[src/rtl/recv_word_buffer.sv]
// recv_word_buffer
//   Input stage for the core's recv_data/recv_valid/readflag interface.
//   Bytes from the serial receiver go into a circular FIFO. A CPU read
//   request returns either one zero-extended byte or one 32-bit word built
//   from four bytes, followed by a single-cycle recv_valid pulse. The core
//   stalls while readflag != 0, so no further handshake is required.
//
//   Build option: define RECV_LITTLE_ENDIAN_EN to assemble words
//   little-endian (first byte received lands in [7:0]). The default build
//   assembles big-endian (first byte received lands in [31:24]).
//
// Ports
//   clk         in   1             clock, rising edge
//   reset       in   1             synchronous, active-high
//   rx_data     in   8             byte from serial receiver
//   rx_valid    in   1             strobe: rx_data valid this cycle
//   readflag    in   2             00 none, 01 word, 10/11 byte
//   recv_data   out  32            read result, meaningful while recv_valid=1
//   recv_valid  out  1             one-cycle pulse: recv_data valid
//   fifo_count  out  DEPTH_LOG2+1  bytes currently buffered (0..DEPTH)
//   overflow    out  1             sticky: a byte was dropped while full
module recv_word_buffer #(
  parameter int DEPTH_LOG2 = 9
) (
  input  logic                  clk,
  input  logic                  reset,
  input  logic [7:0]            rx_data,
  input  logic                  rx_valid,
  input  logic [1:0]            readflag,
  output logic [31:0]           recv_data,
  output logic                  recv_valid,
  output logic [DEPTH_LOG2:0]   fifo_count,
  output logic                  overflow
);

  localparam int DEPTH = 1 << DEPTH_LOG2;
  localparam logic [DEPTH_LOG2:0] FULL_COUNT = {1'b1, {DEPTH_LOG2{1'b0}}};
  localparam logic [DEPTH_LOG2:0] ONE_COUNT  = {{DEPTH_LOG2{1'b0}}, 1'b1};

  typedef enum logic [1:0] {IDLE, GATHER, RESP, RELEASE} state_t;

  // FIFO storage and pointers
  logic [7:0]            mem [DEPTH];
  logic [DEPTH_LOG2-1:0] wr_ptr_reg;
  logic [DEPTH_LOG2-1:0] rd_ptr_reg;
  logic [DEPTH_LOG2:0]   count_reg;
  logic                  overflow_reg;

  // Read assembly
  state_t                state_reg;
  logic [31:0]           asm_reg;
  logic [2:0]            need_reg;
  logic [2:0]            cnt_reg;
  logic [31:0]           recv_data_reg;
  logic                  recv_valid_reg;

  logic                  push;
  logic                  pop;
  logic [7:0]            head_byte;
  logic [31:0]           asm_next;
  logic [2:0]            cnt_next;

  // Head byte is read combinationally so GATHER can consume one byte per
  // cycle; a freshly written byte becomes visible the cycle after its write.
  assign head_byte = mem[rd_ptr_reg];
  assign push      = rx_valid && (count_reg != FULL_COUNT);
  assign pop       = (state_reg == GATHER) && (count_reg != '0);
  assign cnt_next  = cnt_reg + 3'd1;

`ifdef RECV_LITTLE_ENDIAN_EN
  assign asm_next = {head_byte, asm_reg[31:8]};
`else
  assign asm_next = {asm_reg[23:0], head_byte};
`endif

  // Storage array carries no reset so it can map onto RAM resources.
  always_ff @(posedge clk) begin
    if (push) begin
      mem[wr_ptr_reg] <= rx_data;
    end
  end

  always_ff @(posedge clk) begin
    if (reset) begin
      wr_ptr_reg   <= '0;
      rd_ptr_reg   <= '0;
      count_reg    <= '0;
      overflow_reg <= 1'b0;
    end else begin
      if (push) begin
        wr_ptr_reg <= wr_ptr_reg + 1'b1;
      end
      if (pop) begin
        rd_ptr_reg <= rd_ptr_reg + 1'b1;
      end
      // Simultaneous push and pop leave the count unchanged.
      case ({push, pop})
        2'b10:   count_reg <= count_reg + ONE_COUNT;
        2'b01:   count_reg <= count_reg - ONE_COUNT;
        default: count_reg <= count_reg;
      endcase
      if (rx_valid && !push) begin
        overflow_reg <= 1'b1;
      end
    end
  end

  always_ff @(posedge clk) begin
    if (reset) begin
      state_reg      <= IDLE;
      asm_reg        <= '0;
      need_reg       <= '0;
      cnt_reg        <= '0;
      recv_data_reg  <= '0;
      recv_valid_reg <= 1'b0;
    end else begin
      recv_valid_reg <= 1'b0;
      case (state_reg)
        IDLE: begin
          if (readflag != 2'b00) begin
            need_reg  <= (readflag == 2'b01) ? 3'd4 : 3'd1;
            asm_reg   <= '0;
            cnt_reg   <= '0;
            state_reg <= GATHER;
          end
        end
        GATHER: begin
          if (pop) begin
            asm_reg <= asm_next;
            cnt_reg <= cnt_next;
            // Result and pulse are registered on the final pop so they
            // appear together with the RESP state.
            if (cnt_next == need_reg) begin
              state_reg      <= RESP;
              recv_valid_reg <= 1'b1;
              recv_data_reg  <= (need_reg == 3'd4) ? asm_next : {24'b0, head_byte};
            end
          end
        end
        RESP: begin
          state_reg <= RELEASE;
        end
        RELEASE: begin
          // A held readflag must not start a second read.
          if (readflag == 2'b00) begin
            state_reg <= IDLE;
          end
        end
        default: state_reg <= IDLE;
      endcase
    end
  end

  assign recv_data  = recv_data_reg;
  assign recv_valid = recv_valid_reg;
  assign fifo_count = count_reg;
  assign overflow   = overflow_reg;

endmodule

[config.mk]
export PLATFORM = sky130hd
export DESIGN_NAME = recv_word_buffer
export DESIGN_NICKNAME = d
export VERILOG_FILES = /design/src/rtl/recv_word_buffer.sv
export SDC_FILE = /design/constraint.sdc
export NUM_CORES = 2
export LEC_CHECK = 0
export ABC_CLOCK_PERIOD_IN_PS = 4400
export CAP_MARGIN = 20
export CORE_ASPECT_RATIO = 1.25
export CORE_MARGIN = 1
export CORE_UTILIZATION = 53
export CTS_BUF_LIST = sky130_fd_sc_hd__clkbuf_8
export CTS_CLUSTER_DIAMETER = 50
export DETAILED_ROUTE_END_ITERATION = 12
export GPL_TIMING_DRIVEN = 0
export PLACE_DENSITY = 0.76
export SLEW_MARGIN = 10
export SYNTH_ARGS = -nofsm -noshare
export SYNTH_HDL_FRONTEND = slang
export SYNTH_SLANG_ARGS = --single-unit
[constraint.sdc]
create_clock -name clk -period 4.4 [get_ports clk]
set_input_delay 0.88 -clock clk [delete_from_list [all_inputs] [get_ports clk]]
set_output_delay 0.88 -clock clk [all_outputs]
set_load 0.01 [all_outputs]
[Word level (Yosys, flattened, before mapping)]
Memories as Yosys holds them, arrays and structs flattened. A register that Yosys moved wholly into a read port is not among the register bits.
Cells that the tools add are included.
Storage, ports and cells
  output and inout port bits: 44
  bits in writable memories: 4096
  register bits after elaboration: 94
  memories: 1
  input port bits: 13
  word-level logic and storage cells: 65
Memories
  mem: depth 512, width 8, read ports 1, clocked after memory_dff 1, write ports 1, line 43  | logic [7:0] mem [DEPTH];
Operators by class
  eq/ne operators: 13
  reduce and logical (&&, ||, !) cells: 15
  add/sub/neg operators: 5
  bitwise logic cells: 2
  muxes and demuxes: 19
Operators by type and width (number)
  2-to-1 mux 24 bit: 2
  one-hot mux 24 bit (2 select lines): 1
  2-to-1 mux 32 bit: 1
  one-hot mux 10 bit (2 select lines): 1
  adder 9 x 1 -> 9 bit, second input constant: 2
  2-to-1 mux 9 bit: 2
  adder 10 x 1 -> 10 bit, second input constant: 1
  != test 10 bit, second input constant: 1
  nonzero test 10 bit: 1
  subtractor 10 x 1 -> 10 bit, second input constant: 1
  2-to-1 mux 3 bit: 3
  2-to-1 mux 2 bit: 4
  one-hot mux 2 bit (4 select lines): 1
  == test 2 x 1 -> 1 bit, second input constant: 3
  == test 2 bit, second input constant: 3
  != test 2 bit, second input constant: 3
  one-hot mux 3 bit (2 select lines): 1
  AND reduction 3 bit: 2
  nonzero test 2 bit: 3
  zero test 2 bit: 2
  AND reduction 4 bit: 1
  adder 3 x 1 -> 3 bit, second input constant: 1
  == test 3 bit: 1
  == test 3 bit, second input constant: 1
  7 further kinds: 12

[Longest topological paths before layout]
  word-level depth: 5
  mapped depth: 19
  mapped depth without buffers: 15

[Least setup slack after synthesis]
No wires, ideal clock.
  path kind: register to register
  start point: register count_reg[1], in the netlist fifo_count[1]
  end point: register count_reg[8], in the netlist fifo_count[8]
  setup time: 120 ps
  stages on the path, launching flop included: 19
  period minus slack after synthesis: 4278 ps
  arrival time: 4159 ps
  path slack: 122 ps
  path buffers: 3
  path through: dfxtp_1 -> clkbuf_1 -> nor4_1 -> nand3_1 -> o21ai_1 -> clkinv_1 -> ha_1 -> clkbuf_1 -> clkbuf_1 -> xor2_1 -> ha_1 -> a21oi_1 -> o21ai_0 -> a221oi_1 -> o31ai_1 -> a2bb2oi_1 -> a221oi_1 -> nor4_1 -> a211o_1
Between the ends
  word-level cells in the longest chain between the ends: 4
RTL lines
  start: declaration: line 46  | logic [DEPTH_LOG2:0] count_reg;
  start signal: assignment: line 98  | 2'b10: count_reg <= count_reg + ONE_COUNT;
  start signal: assignment: line 99  | 2'b01: count_reg <= count_reg - ONE_COUNT;
  start signal: assignment: line 100  | default: count_reg <= count_reg;
  branches (longest 4 deep; another with subtractor 10 x 1 -> 10 bit)
Several ways; the timed one is not identified.
A chain may end at the register's enable or synchronous reset.

==> results by group <==
Detailed routing
  – First DRT Iteration DRCs: 15.1k
  – Routed len/inst: 39.2 um
  – Drt drc: 0
  – WL final: 523000 um
  – DR top layer: met5
  – Vias: 90.2k
  – Routed met3 length: 67100 um
  – Pre-Repair DR Iteration Count: 8
  – Met2 wire len: 240000 um
  – M1 WL: 159000 um
  – Post-route ant nets: 0
  – Vias/cell: 6.76

Clock tree
  – CTS tree: done
  – CTS max path bufs: 4
  – Clock slew at reported path FFs: 60 ps
  – Skew-Pair Late Insertion Delay: 1120 ps
  – Sink Count: 4198
  – Clock root cell: clkbuf_8
  – Cts bufs inserted: 616
  – CTS H-tree depth: 6

Floorplan
  – Die height: 622 um
  – Effective utilization at floorplan: 53.3%
  – Core area: 306000 um^2
  – Die area: 310000 um^2
  – Num rows: 227
  – Die X: 498 um
  – IO Pins: 57

Timing
  – Post-Route Setup TNS: -2620 ps
  – Slew @ Worst Pin: 1410 ps
  – Tcrit/Tclk final: 106%
  – F_max: 213 MHz
  – RSZ-0062 raised after global routing: true
  – Relative slew slack: 5.93%
  – Final min period: 4690 ps
  – Fin Clk Skew: 99.9 ps
  – Setup ws final: -286 ps
  – Setup violators final: 16
  – Slew Viols, Final: 0
  – Final Hold Fails: 0

Final layout
  – Finished Layout Cells: 13.4k
  – Multi-input logic area: 35400 um^2
  – Area grow syn2layout: 12.2%
  – Register area: 125000 um^2
  – # fillers: 20.9k
  – Final net count: 8867
  – Max reg flops: 4096
  – Share of cells above drive strength 1: 23.3%

Placement
  – PortBufs: 56
  – Hpwl dp: 366000 um
  – Dpl ws: -1980 ps
  – Placed cell count: 12.2k
  – Final Wtd Congestion: 1.03

Synth
  – Post-synth EDFFs: 4096
  – Syn avg cell area: 20.2 um^2
  – Synth warnings: 0
  – Synth async-reset ratio: 0%
  – Flops & latches, synth: 4198
  – Seq/Total Area, Yosys: 76.7%
  – Post-Syn Area: 163000 um^2
  – Top_reg_cell synth: edfxtp_1
  – Yosys cell types: 67
  – Post-Syn Nets: 8094
  – Synth Instances: 8066

Job
  – Max cap viols: 0

Global route
  – Initial antenna violation count: 27
  – Vias in the first global route: 89.2k
  – First-pass GRT wire length: 707000 um
  – Largest net degree at the start of global routing: 149
  – GRT overflow: 0
  – GRT Total Usage: 33.6%

Run status
  – Failing checks: negative setup slack
  – Status: complete, but fails checks

Critical path
  – CP endpoint kind: register
  – Worst EP required: 5380 ps
  – Critical path peak fanout: 10
  – CP cell instances: buf_4 -> buf_6 -> buf_4 -> buf_4 -> buf_2 -> mux4_2 -> nand2_1 -> a31oi_1 -> a221oi_2 -> nor2_1 -> a22oi_1 -> nand2_1
  – Worst reg2reg setup slack: -290 ps
  – Largest delay contributor family on the critical path: buffers and inverters
  – Crit Path Category: reg -> reg
  – Startpoint types: register
  – CP most frequent cell: buf_4
  – Crit-path slowest cell: a221oi_2
  – Max incr delay on CP: 780 ps
  – CP Buf/Inv Count: 5
  – Critical Path AT: 5660 ps

Power
  – Peak VDD IR: 332 uV
  – Power, Total: 89.9 mW
  – Pwr per Cell Area: 491 nW/um^2
  – Leak pwr: 56.4 nW

Worst hold path
  – Min-delay worst type: in -> reg
==> per-layer routing <==
metal  track usage (%)  vias up
li1                  -    34945
met1              38.2    45772
met2              51.5     7624
met3              9.71     1859
met4              30.7       14
met5                 0        -
==> final cells by class <==
cell class / instances / share of cell area (%)
clock buffers: 638 / 4.80
clock inverters: 451 / 1.18
multi-input cells: 3342 / 19.3
inverters: 8 / 0.0212
diodes: 36 / 0.0492
repair buffers: 164 / 1.49
flip-flops and latches: 4198 / 68.3
well taps: 4007 / 2.74
plain buffers: 509 / 2.09
==> per-stage QoR <==
| stage | hold slack [ps] | utilization, % | area (um^2) |
|---|---|---|---|
| 5_1_grt | 144 | 59.8 | 183000 |
| 6_report | 151 | 59.8 | 183000 |
| 3_3_place_gp | 441 | 55.1 | 169000 |
| 4_1_cts | 105 | 59.7 | 183000 |
| 3_5_place_dp | 447 | 55.9 | 171000 |
| 2_1_floorplan | 431 | - | 163000 |
==> logic make-up (layout without fill, tap and decap cells) <==
kind of cell             after synthesis  after routing  share of synthesized area [%]
buffers and inverters                526           1770                           2.12
multiplexers                        1364           1364                           14.4
XOR/XNOR                              26             26                          0.140
other                                  0             36                              0
adder cells (fa/ha/maj)               15             15                          0.115
flip-flops                          4198           4198                           76.7
AO/OA/AOI/OAI                        849            849                           3.65
AND/OR/NAND/NOR                     1088           1088                           2.93
==> worst paths after layout <==
check | startpoint | endpoint | depth (start not counted)
max | register | asm_reg[3]$_SDFFE_PP0P_ | 12
max reg2reg | register | asm_reg[3]$_SDFFE_PP0P_ | 12
min | rx_data[3] | mem[79][3]$_DFFE_PP_ | 1
min reg2reg | asm_reg[20]$_SDFFE_PP0P_ | asm_reg[20]$_SDFFE_PP0P_ | 2
==> report_power, final <==
part           leakage, nW  total, mW  switching [mW]  internal, mW
registers             37.6       44.1           0.156          44.0
logic                 12.5       16.8            10.1          6.77
clock network         6.29       28.9            15.1          13.8
total                 56.4       89.9            25.3          64.5
==> repair_timing <==
| item | CTS | global route |
|---|---|---|
| setup buffers | 7 | 4 |
| hold buffers | 0 | 0 |
| cloned | 0 | 0 |
| resized for setup | 230 | 85 |
| endpoints found under the setup margin | 1109 | 863 |
| pin swaps | 21 | 12 |
==> cell usage after synthesis (8+ instances only) <==
cell       number  share of area, %
buf_1          23             0.053
buf_4          29              0.13
and2_1         37              0.14
buf_12         31              0.38
nand3_1        23             0.071
nor4_1         84              0.32
a21oi_1        60              0.18
nor3_1         59              0.18
o211ai_1       33              0.15
a211o_1        16             0.086
ha_1           15              0.12
or3_1          18             0.069
xor2_1         15             0.081
nor2b_1         8             0.031
xnor2_1        11             0.059
clkbuf_1      251              0.58
o21ai_0        95              0.29
buf_8          25              0.23
buf_2          95              0.29
a211oi_1       41              0.19
nand2_1       162              0.37
nor2_1        637               1.5
mux2i_1       579               3.6
o21ai_1        14             0.043
nand4_1        18             0.069
dfxtp_1       102               1.3
edfxtp_1     4096                75
buf_6          61              0.42
o21a_1         17             0.078
mux4_2        779                11
a22o_1        106              0.57
a2111oi_2      16              0.15
o31a_1         15             0.081
o22ai_1       244              0.94
o221ai_1       16             0.086
a22oi_1       101              0.46
a31oi_1        53              0.20
==> cells in the final DEF (no fill, tap or decap), types with 40 or more instances in the layout <==
cell type | netlist | layout
buf_16 | 0 | 51
clkbuf_1 | 251 | 132
nor2_1 | 637 | 604
nor3_1 | 59 | 50
inv_1 | 7 | 195
a211oi_1 | 41 | 40
nand2_1 | 162 | 162
buf_2 | 95 | 69
dfxtp_1 | 102 | 99
a21oi_1 | 60 | 48
mux4_2 | 779 | 779
a31oi_1 | 53 | 47
clkinv_2 | 0 | 63
a22oi_1 | 101 | 88
buf_12 | 31 | 55
a22o_1 | 106 | 106
buf_4 | 29 | 60
clkinv_1 | 1 | 147
clkbuf_8 | 0 | 639
o21ai_0 | 95 | 88
edfxtp_1 | 4096 | 4096
clkdlybuf4s50_1 | 0 | 48
buf_8 | 25 | 43
mux2i_1 | 579 | 573
nor4_1 | 84 | 80
buf_6 | 61 | 77
o22ai_1 | 244 | 244
clkbuf_2 | 0 | 103
No activity file was read; power rests on OpenSTA's default activity.
